[src/rtl/riscv_imem_loader_pkg.sv]
// Shared definitions for the instruction-memory boot loader: data width, bytes per word
// and the loader FSM state encoding.
package riscv_imem_loader_pkg;

   localparam int unsigned Xlen            = 32;
   localparam int unsigned LdrBytesPerWord = 4;

   typedef enum logic [2:0] {
      LdrIdle  = 3'd0,
      LdrHdr   = 3'd1,
      LdrData  = 3'd2,
      LdrWrite = 3'd3,
      LdrRun   = 3'd4,
      LdrErr   = 3'd5,
      LdrChk   = 3'd6
   } ldr_state_e;

endpackage

[src/rtl/riscv_imem_loader_packer.sv]
// Packs a little-endian byte stream into 32-bit words. word/word_valid are presented
// combinationally on the handshake of the last byte so the FSM can act on that same edge.
module riscv_imem_loader_packer
   import riscv_imem_loader_pkg::*;
(
   input  logic            clk,
   input  logic            rst,
   input  logic            clr,
   input  logic            byte_en,
   input  logic [7:0]      byte_data,
   output logic            word_valid,
   output logic [Xlen-1:0] word
);

   localparam int unsigned CntW = $clog2(LdrBytesPerWord);

   logic [CntW-1:0] cnt_q;
   logic [Xlen-1:0] shift_q;

   // New bytes enter at the top, so after four bytes the first one sits in [7:0].
   always_ff @(posedge clk) begin
      if (rst || clr) begin
         cnt_q   <= '0;
         shift_q <= '0;
      end else if (byte_en) begin
         cnt_q   <= cnt_q + 1'b1;
         shift_q <= {byte_data, shift_q[Xlen-1:8]};
      end
   end

   assign word_valid = byte_en && (cnt_q == CntW'(LdrBytesPerWord - 1));
   assign word       = {byte_data, shift_q[Xlen-1:8]};

endmodule

[src/rtl/riscv_imem_loader.sv]
// Boot loader: receives word count + words as a byte stream, writes imem, then releases
// the CPU reset. Optional trailing checksum when RISCV_LDR_CHKSUM_EN is defined.
`ifndef IMEM_ADDR_BIT
`define IMEM_ADDR_BIT 12
`endif

module riscv_imem_loader
   import riscv_imem_loader_pkg::*;
#(
   parameter int unsigned WORD_ADDR_W = `IMEM_ADDR_BIT - 2,
   parameter bit          AUTO_START  = 1'b1
) (
   input  logic                   i_clk,
   input  logic                   i_rst,
   input  logic                   i_ldr_start,
   input  logic                   i_ldr_valid,
   input  logic [7:0]             i_ldr_data,
   output logic                   o_ldr_ready,
   output logic                   o_ldr_imem_wr_en,
   output logic [WORD_ADDR_W-1:0] o_ldr_imem_addr,
   output logic [Xlen-1:0]        o_ldr_imem_wr_data,
   output logic                   o_ldr_cpu_rstn,
   output logic                   o_ldr_done,
   output logic                   o_ldr_err
);

   localparam logic [Xlen:0] Cap = (Xlen + 1)'(1) << WORD_ADDR_W;
`ifdef RISCV_LDR_CHKSUM_EN
   localparam ldr_state_e DoneSt = LdrChk;
`else
   localparam ldr_state_e DoneSt = LdrRun;
`endif

   ldr_state_e             state_q, state_d;
   logic [WORD_ADDR_W:0]   idx_q, n_q;
   logic                   byte_en, pk_clr, pk_valid;
   logic [Xlen-1:0]        pk_word;
`ifdef RISCV_LDR_CHKSUM_EN
   logic [Xlen-1:0]        sum_q;
`endif

   assign byte_en = i_ldr_valid & o_ldr_ready;
   assign pk_clr  = (state_q == LdrIdle) || (state_q == LdrRun) || (state_q == LdrErr);

   riscv_imem_loader_packer u_packer (
      .clk        (i_clk),
      .rst        (i_rst),
      .clr        (pk_clr),
      .byte_en    (byte_en),
      .byte_data  (i_ldr_data),
      .word_valid (pk_valid),
      .word       (pk_word)
   );

   always_comb begin
      state_d = state_q;
      unique case (state_q)
         LdrIdle: if (i_ldr_start) state_d = LdrHdr;
         LdrHdr: begin
            if (pk_valid) begin
               if (pk_word == '0)              state_d = DoneSt;
               else if ({1'b0, pk_word} > Cap) state_d = LdrErr;
               else                            state_d = LdrData;
            end
         end
         LdrData:  if (pk_valid) state_d = LdrWrite;
         LdrWrite: state_d = (idx_q + 1'b1 == n_q) ? DoneSt : LdrData;
         LdrRun:   if (i_ldr_start) state_d = LdrHdr;
         LdrErr:   if (i_ldr_start) state_d = LdrHdr;
`ifdef RISCV_LDR_CHKSUM_EN
         LdrChk:   if (pk_valid) state_d = (pk_word == sum_q) ? LdrRun : LdrErr;
`endif
         default:  state_d = LdrIdle;
      endcase
   end

   // Outputs are registered from the next state so they change on the same edge as state.
   always_ff @(posedge i_clk) begin
      if (i_rst) begin
         state_q            <= AUTO_START ? LdrHdr : LdrIdle;
         idx_q              <= '0;
         n_q                <= '0;
         o_ldr_ready        <= 1'b0;
         o_ldr_imem_wr_en   <= 1'b0;
         o_ldr_imem_addr    <= '0;
         o_ldr_imem_wr_data <= '0;
         o_ldr_cpu_rstn     <= 1'b0;
         o_ldr_done         <= 1'b0;
         o_ldr_err          <= 1'b0;
`ifdef RISCV_LDR_CHKSUM_EN
         sum_q              <= '0;
`endif
      end else begin
         state_q          <= state_d;
         o_ldr_ready      <= (state_d == LdrHdr) || (state_d == LdrData) || (state_d == LdrChk);
         o_ldr_imem_wr_en <= (state_d == LdrWrite);
         o_ldr_cpu_rstn   <= (state_d == LdrRun);
         o_ldr_done       <= (state_d == LdrRun);
         o_ldr_err        <= (state_d == LdrErr);
         if (state_q == LdrHdr && pk_valid) n_q <= pk_word[WORD_ADDR_W:0];
         if (state_q == LdrHdr)        idx_q <= '0;
         else if (state_q == LdrWrite) idx_q <= idx_q + 1'b1;
         if (state_q == LdrData && pk_valid) begin
            o_ldr_imem_addr    <= idx_q[WORD_ADDR_W-1:0];
            o_ldr_imem_wr_data <= pk_word;
         end
`ifdef RISCV_LDR_CHKSUM_EN
         if (state_q == LdrHdr)                   sum_q <= '0;
         else if (state_q == LdrData && pk_valid) sum_q <= sum_q + pk_word;
`endif
      end
   end

endmodule

[config.mk]
export PLATFORM = sky130hd
export DESIGN_NAME = riscv_imem_loader
export DESIGN_NICKNAME = d
export VERILOG_FILES = /design/src/rtl/riscv_imem_loader_pkg.sv /design/src/rtl/riscv_imem_loader_packer.sv /design/src/rtl/riscv_imem_loader.sv
export SDC_FILE = /design/constraint.sdc
export NUM_CORES = 1
export LEC_CHECK = 0
export CORE_UTILIZATION = 49
export DETAILED_ROUTE_END_ITERATION = 8
export PLACE_DENSITY = 0.74
export SETUP_SLACK_MARGIN = 0.02
export SYNTH_ARGS = -nofsm -noshare
export SYNTH_HDL_FRONTEND = slang
export SYNTH_SLANG_ARGS = --single-unit
export TNS_END_PERCENT = 100
[constraint.sdc]
create_clock -name i_clk -period 4.9 [get_ports i_clk]
set_input_delay 0.98 -clock i_clk [delete_from_list [all_inputs] [get_ports i_clk]]
set_output_delay 0.98 -clock i_clk [all_outputs]
set_load 0.005 [all_outputs]
-- Word level (Yosys, flattened, before mapping)
Index checks and enable logic that the tools add are counted.
- register bits after elaboration: 105
- latch bits: 0
- RAM bits: 0
- memory bits (read-only): 0
- input port bits: 12
- output and inout bits: 47
- word-level logic and storage cells: 47
- memories kept: 0
- add/sub/neg operators: 2
- $mul: 0
- div/mod/pow operators: 0
- magnitude comparators: 1
- equal/unequal tests: 13
- shift operators: 0
- muxes and demuxes: 7
- bitwise operators: 1
- reductions and logical operators: 12
- operators by type and width (operator ; number):
    greater-than comparator 32 x 11 -> 1 bit (second input constant) ; 1
    zero test 32 bit ; 1
    2-to-1 mux 3 bit ; 6
    == test 3 bit (second input constant) ; 5
    == test 3 x 2 -> 1 bit (second input constant) ; 4
    case mux 3 bit (4 select lines) ; 1
    adder 11 x 1 -> 11 bit (second input constant) ; 1
    == test 11 bit ; 1
    == test 3 x 1 -> 1 bit (second input constant) ; 2
    logical OR 1 bit ; 5
    logical AND 1 bit ; 3
    zero test 3 bit ; 1
    OR reduction 3 bit ; 1
    adder 2 x 1 -> 2 bit (second input constant) ; 1
    == test 2 bit (second input constant) ; 1
    OR reduction 2 bit ; 1
    bitwise AND 1 bit ; 1

-- Logic depth before layout (Yosys ltp)
Gate-level depths: netlist of the first run.
- depth after elaboration: 8
- gate-level depth with buffers: 8
- mapped depth without buffers: 8

-- Modules after synthesis
A second synthesis of the first run with hierarchy kept.
- cells, all modules: 520
- area total of the unflattened synthesis: 4235.3 sq um
- by module, submodules not included (module ; times used ; cells an instance ; area each (sq um) ; sequential area each (sq um)):
    riscv_imem_loader ; 1 ; 425 ; 3195.6 ; 1421.4
    riscv_imem_loader_packer ; 1 ; 95 ; 1039.7 ; 520.5

-- Least setup slack after synthesis of the first run
OpenSTA, ideal clock, no wires.
- kind: input port to flip-flop
- start: input i_ldr_data[2]
- end: register o_ldr_err
- library setup time: 115 ps
- arrival: 2138 ps
- required time: 4785 ps
- slack: 2648 ps
- stages on the path: 7
- path through: nor4_1 -> nand4_1 -> nor4b_4 -> o21ai_2 -> a21oi_2 -> inv_1 -> and2_1
- cells in the longest elaborated chain, start to end: 6
- elaborated cells on any way between the ends: 7
- classes of those cells: order compare (1); eq/ne (1); mux (4); reduce/logical (1)
- RTL lines (item ; line ; source):
    start: declaration ; riscv_imem_loader.sv:17 ; input logic [7:0] i_ldr_data,
    greater-than comparator 32 x 11 -> 1 bit ; riscv_imem_loader.sv:62 ; else if ({1'b0, pk_word} > Cap) state_d = LdrErr;
    2-to-1 mux 3 bit ; riscv_imem_loader.sv:62 ;
    2-to-1 mux 3 bit (*) ; riscv_imem_loader.sv:61 ; if (pk_word == '0) state_d = DoneSt;
    2-to-1 mux 3 bit (*) ; riscv_imem_loader.sv:60 ; if (pk_valid) begin
    case mux 3 bit (4 select lines) (*) ; riscv_imem_loader.sv:57 ; unique case (state_q)
    == test 3 bit (*) ; riscv_imem_loader.sv:99 ; o_ldr_err <= (state_d == LdrErr);
    end signal: assignment ; riscv_imem_loader.sv:99 ;
    end: declaration ; riscv_imem_loader.sv:24 ; output logic o_ldr_err
Every way passes the cells marked *; elsewhere a longest branch is shown, timed or not.
A chain may end at the register's enable or synchronous reset.

-- Worst setup path after layout of the first run
- start: input i_ldr_valid
- end: register o_ldr_imem_wr_data[18]
- cells in the longest elaborated chain, start to end: 3
- RTL lines (item ; line ; source):
    start: declaration ; riscv_imem_loader.sv:16 ; input logic i_ldr_valid,
    bitwise AND 1 bit ; riscv_imem_loader.sv:42 ; assign byte_en = i_ldr_valid & o_ldr_ready;
    logical AND 1 bit ; riscv_imem_loader_packer.sv:31 ; assign word_valid = byte_en && (cnt_q == CntW'(LdrBytesPerWord - 1));
    logical AND 1 bit ; riscv_imem_loader.sv:103 ; if (state_q == LdrData && pk_valid) begin
    end signal: assignment ; riscv_imem_loader.sv:105 ; o_ldr_imem_wr_data <= pk_word;
    end: declaration ; riscv_imem_loader.sv:21 ; output logic [Xlen-1:0] o_ldr_imem_wr_data,
Every way passes these cells.

==> flow_summary.toml, run 1 <==
[status]
outcome = "finished clean"

[logic_synthesis]
syn-mean-instance-area_um2 = 8.07
yosys.cell_types.count = 52
synth.net_count = 514
synth.area.top_cells = "dfxtp_1 48%, nand2_1 14%, a21oi_1 9.7%"
synthFlopType = "dfxtp_1"
synth_async_sr_flop_share_pct = 0
count_of_flip_flops_with_a_built_in_enable_after_synthesis = 0
yosysTopAreaCellShare_pct = 48.1
netlist_instances = 500
synth_sequential_area_ratio_pct = 48.1
ys_seq_elements = 97
synth_top_cell_by_area = "dfxtp_1"
ys.warnings.count = 0
post_synth_instance_area_mm2 = 0.00404

[layout]
multi_input_comb_area_mm2 = 0.00194
final_nets = 554
antenna_cells_inserted = 0
seqCellArea_mm2 = 0.00194
layout-area-overhead-vs-synth_pct = 19.7
drive_above_1_share_pct = 6.97
n_fill_cell = 723

[grt]
grt_usage_pct = 23.4
grt_first_pass_wirelength_um = 15900
grt_pass1_vias = 3362
global_route.overflow_total = 0
grt_max_degree = 70
grt_antenna_before_repair = 0

[routing]
post_drt_via_cell_ratio = 5.44
vias = 3521
drt_first_iter_violations = 222
drt_pass1_iterations = 4
route.detailed.wl_per_inst_um = 14.7
finalWirelength_um = 9520
remaining_drc_errors = 0
drtAntennaViolNets = 0

[cts]
tritoncts_num_sinks = 97
cts_repair_resize_count = 0
cts-hold-fix-buffers = 0
worst_setup_hold_path_clk_slew_ns = 0.09
max-clock-path-buffers = 2
cts_made_buffers = 9
cts_tree = "yes"
worstSkewPairLatency_ns = 0.36
cts.root.buffer_cell = "clkbuf_8"
cts_htree_levels = 3
post_cts_buffers = 0

[worst_setup_path]
highest_fanout_seen_on_the_critical_path = 29
worst_ep_arrival_time_ns = 3.29
crit_path_start_kind = "input pin"
critPathMaxStageDelay_ns = 0.52
timing.critical_path.cells = "clkdlybuf4s50_1 > nand2_2 > nor3b_2 > nand3b_1 > buf_4 > nand2_1 > a21oi_1"
endpoint_kind = "flip-flop"
worst_path_max_delay_cell = "nand3b_1"
critPathKind = "in2reg"
required_time_of_the_critical_path_ns = 5.09

[die]
standard_cell_row_count = 32
fp.dieArea_mm2 = 0.00860
die_height_um = 92.8
pin_count = 59
core_region_area_mm2 = 0.00785
start_util_pct = 51.4
die_width_um = 92.8

[timing]
final.period_utilization_pct = 63.2
finalSetupTns_ns = 0
grt_setup_unrepaired = "false"
worstMarginPinSlew_ns = 1.23
slew_headroom_pct = 18.0
period_minus_slack_ns = 3.10
timing.clock.skew_ns = 0.0103
count_of_endpoints_failing_hold_in_the_final_timing_report = 0
setup_viol = 0
report.final.slew_viol_count = 0
max_freq_ghz = 0.323

[place]
gp_congestion = 0.853
portBuffers = 58
dpl_hpwl_um = 6590

[pwr]
power.density_cell_area_mw_per_mm2 = 288
cellLeakagePower_nw = 1.68
ir_worst_vdd_mv = 0.211
p_total_mw = 1.39

[hold_path]
worstHoldPathType = "reg2reg"

[job]
drv.max_cap_violation_count = 0
flip-flops by register name, summed over array words and instances (netlist names), 2 cells and up:
name                count
state_q                 3
n_q                    11
o_ldr_imem_wr_data     32
u_packer.shift_q       24
o_ldr_imem_addr        10
idx_q                  11
u_packer.cnt_q          2
logic make-up after synthesis:
logic type                 synth area share, %
DFF                                       48.1
adders and majority gates                0.620
buffers and inverters                     4.00
and+or+nand+nor                           27.0
muxes                                     2.73
xor gates and xnor gates                  3.44
AOI/OAI and AO/OA                         14.1
layout by cell type, fill, tap and decap left out, types with 7 or more instances in the layout:
cell / count
a21oi_1: 78
clkbuf_8: 10
clkdlybuf4s50_1: 57
dfxtp_1: 97
mux2i_1: 11
nand2_1: 149
nand3_1: 7
nor2_1: 32
o21ai_0: 10
xor2_1: 9
critical path: cells and delay by family:
kind,cells,cell delay (ns)
AOI/OAI and AO/OA,1,0.07
buffers and inverters,2,0.91
and+or+nand+nor,4,1.30
synthesized netlist by cell type, types with 2 or more instances:
library cell and number:
nor3b_2 2, a31oi_1 2, nor3_1 6, a21oi_1 78, mux2i_1 11, or3_1 3
nand3b_1 2, buf_4 4, xnor2_1 5, nand2_1 149, buf_2 6, nand4_1 3
nor4_2 4, nor4_1 6, and2_1 3, nand3_1 7, nand2b_1 3, dfxtp_1 97
nand2_2 2, nor2_1 32, xor2_1 9, a211oi_1 2, and3_1 5, ha_1 2
inv_1 2, clkbuf_1 20, o21ai_0 10
worst paths after layout:
check                                  startpoint                                  end  slack [ns]  cells after the start
hold / removal    o_ldr_imem_addr[4]$_SDFFE_PP0P_      o_ldr_imem_addr[4]$_SDFFE_PP0P_        0.46                      2
setup / recovery                      i_ldr_valid  o_ldr_imem_wr_data[18]$_SDFFE_PP0P_        1.80                      7
setup reg to reg           o_ldr_ready$_SDFF_PP0_  o_ldr_imem_wr_data[18]$_SDFFE_PP0P_        2.51                      6
hold reg to reg   o_ldr_imem_addr[4]$_SDFFE_PP0P_      o_ldr_imem_addr[4]$_SDFFE_PP0P_        0.46                      2
area by class of cell:
class                   instances  share of cell area (%)
flip-flops and latches         97                    40.2
multi-input cells             368                    40.2
inverters                       3                   0.233
clock buffers                  10                    2.85
well taps                     102                    2.64
repair buffers                 61                    12.4
clock inverters                 6                    1.53
layer usage:
| metal | vias up | wire length [um] | global-route usage (%) |
|---|---|---|---|
| met4 | 0 | 160 | 9.23 |
| met2 | 73 | 4760 | 40.3 |
| met5 | - | 0 | 0 |
| li1 | 1757 | - | - |
| met3 | 16 | 341 | 4.60 |
| met1 | 1675 | 4260 | 28.5 |
per-stage QoR:
step	hold slack [ns]	util, %	instance area (um2)	setup WS [ns]	cells
floorplan	0.440	-	4040	2.65	500
global placement	0.441	58.8	4620	1.50	631
detailed placement	0.448	58.8	4620	1.45	631
CTS	0.460	61.5	4830	1.80	647
global route	0.485	61.5	4830	1.58	647
finish	0.460	61.5	4830	1.80	647
power by group:
part           leakage, nW  total, mW  switching, mW  internal, mW
clock                0.108      0.545          0.287         0.257
sequential           0.783      0.801        0.00689         0.794
combinational        0.784     0.0467         0.0299        0.0168
Power figures use the tool's default switching activity.
==> run 2: changes to the inputs <==
--- a/config.mk
+++ b/config.mk
@@ -7,7 +7,7 @@
 export LEC_CHECK = 0
 export CORE_UTILIZATION = 49
 export DETAILED_ROUTE_END_ITERATION = 8
-export PLACE_DENSITY = 0.74
+export PLACE_DENSITY = 0.77
 export SETUP_SLACK_MARGIN = 0.02
 export SYNTH_ARGS = -nofsm -noshare
 export SYNTH_HDL_FRONTEND = slang
==> constraint.sdc (replaced) <==
create_clock -name i_clk -period 2.6 [get_ports i_clk]
set_input_delay 0.52 -clock i_clk [delete_from_list [all_inputs] [get_ports i_clk]]
set_output_delay 0.52 -clock i_clk [all_outputs]
set_load 0.005 [all_outputs]
==> flow_summary.toml, run 2 (synthesized netlist as in run 1, its figures left out) <==
[worst_setup_path]
endpoint_kind = "flip-flop"
required_time_of_the_critical_path_ns = 2.91
buffer_and_inverter_count_on_the_worst_path = 1
setup.reg_to_reg.worst_slack_ns = 0.43
crit_path_start_kind = "flip-flop"
cp_top_family = "simple AND/OR/NAND/NOR gates"
worst_path_max_delay_cell = "nor4_1"
worst_ep_arrival_time_ns = 2.47
highest_fanout_seen_on_the_critical_path = 7
critPathMaxStageDelay_ns = 0.50
timing.critical_path.cells = "ha_1 > and3_1 > nand3_1 > xnor2_1 > nor4_1 > a21oi_2 > inv_1 > and2_1"
critPathKind = "reg2reg"

[grt]
grt_max_degree = 38
grt_first_pass_wirelength_um = 16500
global_route.overflow_total = 0
grt_pass1_vias = 3549
grt_usage_pct = 24.3
grt_antenna_before_repair = 0

[timing]
period_minus_slack_ns = 2.17
finalSetupTns_ns = 0
grt_setup_unrepaired = "false"
setup_viol = 0
report.final.slew_viol_count = 0
timing.clock.skew_ns = 0.00934
worstMarginPinSlew_ns = 0.508
count_of_endpoints_failing_hold_in_the_final_timing_report = 0
slew_headroom_pct = 65.8
final.period_utilization_pct = 83.4
max_freq_ghz = 0.461
postLayoutSetupSlackWorst_ns = 0.433

[die]
die_width_um = 92.8
die_height_um = 92.8
fp.dieArea_mm2 = 0.00860
standard_cell_row_count = 32
core_region_area_mm2 = 0.00785
start_util_pct = 51.4
pin_count = 59

[pwr]
ir_worst_vdd_mv = 0.327
p_total_mw = 2.61
power.density_cell_area_mw_per_mm2 = 531
cellLeakagePower_nw = 1.72

[layout]
n_fill_cell = 700
layout_common_cells = "149 x nand2_1, 97 x dfxtp_1, 78 x a21oi_1"
seqCellArea_mm2 = 0.00194
top_regs = "o_ldr_imem_wr_data (32), u_packer.shift_q (24)"
multi_input_comb_area_mm2 = 0.00194
antenna_cells_inserted = 0
layout-area-overhead-vs-synth_pct = 21.8
fin_util_pct = 62.6
final_common_cell = "nand2_1"
max_flop_register = "o_ldr_imem_wr_data"
post_layout_nonfiller_instances = 658
final_nets = 565
flip_flop_count_of_the_largest_register_after_layout = 32
drive_above_1_share_pct = 8.81

[routing]
vias = 3587
remaining_drc_errors = 0
drtAntennaViolNets = 0
drt_pass1_iterations = 4
drt_first_iter_violations = 162
route.detailed.wl_per_inst_um = 15.1
finalWirelength_um = 9960
post_drt_via_cell_ratio = 5.45

[cts]
cts_htree_levels = 3
worstSkewPairLatency_ns = 0.36
max-clock-path-buffers = 2
cts-hold-fix-buffers = 0
cts_tree = "yes"
post_cts_buffers = 0
worst_setup_hold_path_clk_slew_ns = 0.10
cts_repair_resize_count = 0
cts.root.buffer_cell = "clkbuf_8"
cts_made_buffers = 9
tritoncts_num_sinks = 97

[place]
portBuffers = 58
place_ws_ns = 0.142
dpl_hpwl_um = 6860
dp.cells = 642
gp_congestion = 0.918

[job]
drv.max_cap_violation_count = 0

[status]
outcome = "finished clean"

[hold_path]
worstHoldPathType = "reg2reg"
run 2: cell types whose count changed in the layout (fill, tap and decap cells not counted), moves of 2 or more:
cell / change
buf_4: +10
clkinvlp_4: +3
clkinv_4: -2
inv_6: -2
run 2: cell type report:
type / instances / area share [%]
Sequential cell: 97 / 39.5
Clock inverter: 7 / 1.58
Multi-Input combinational cell: 368 / 39.5
Tap cell: 102 / 2.60
Inverter: 3 / 0.229
Timing Repair Buffer: 72 / 14.1
Clock buffer: 9 / 2.52
run 2: per-stage QoR:
| step | hold slack (ns) | instance area, um2 |
|---|---|---|
| floorplan | 0.440 | 4040 |
| global placement | 0.442 | 4710 |
| detailed placement | 0.448 | 4710 |
| CTS | 0.462 | 4910 |
| global route | 0.480 | 4910 |
| finish | 0.459 | 4910 |
run 2: where the power goes:
group / total [mW] / internal, mW / switching, mW
clock: 1.01 / 0.453 / 0.554
sequential: 1.51 / 1.50 / 0.0136
combinational: 0.0952 / 0.0368 / 0.0584
run 2: path summary, 6_finish.rpt:
path,start,to,depth (start not counted)
setup / recovery,idx_q[1]$_SDFFE_PP0P_,o_ldr_err$_SDFF_PP0_,8
hold reg to reg,o_ldr_imem_wr_data[7]$_SDFFE_PP0P_,o_ldr_imem_wr_data[7]$_SDFFE_PP0P_,2
hold / removal,o_ldr_imem_wr_data[7]$_SDFFE_PP0P_,o_ldr_imem_wr_data[7]$_SDFFE_PP0P_,2
setup reg to reg,idx_q[1]$_SDFFE_PP0P_,o_ldr_err$_SDFF_PP0_,8
run 2: worst min-delay path: cells and delay by family, from the launching register on:
kind | cells | cell delay [ns]
AO/OA/AOI/OAI | 1 | 0.05
AND/OR/NAND/NOR | 1 | 0.05
flip-flops | 1 | 0.32
run 2: metal layers:
metal	part of all wire (%)	wire, um	track usage [%]	vias up
li1	-	-	-	1774
met1	42	4180	29.9	1682
met2	50	4990	41.1	113
met3	5.5	552	3.78	18
met4	2.4	238	12.1	0
met5	0	0	0	-
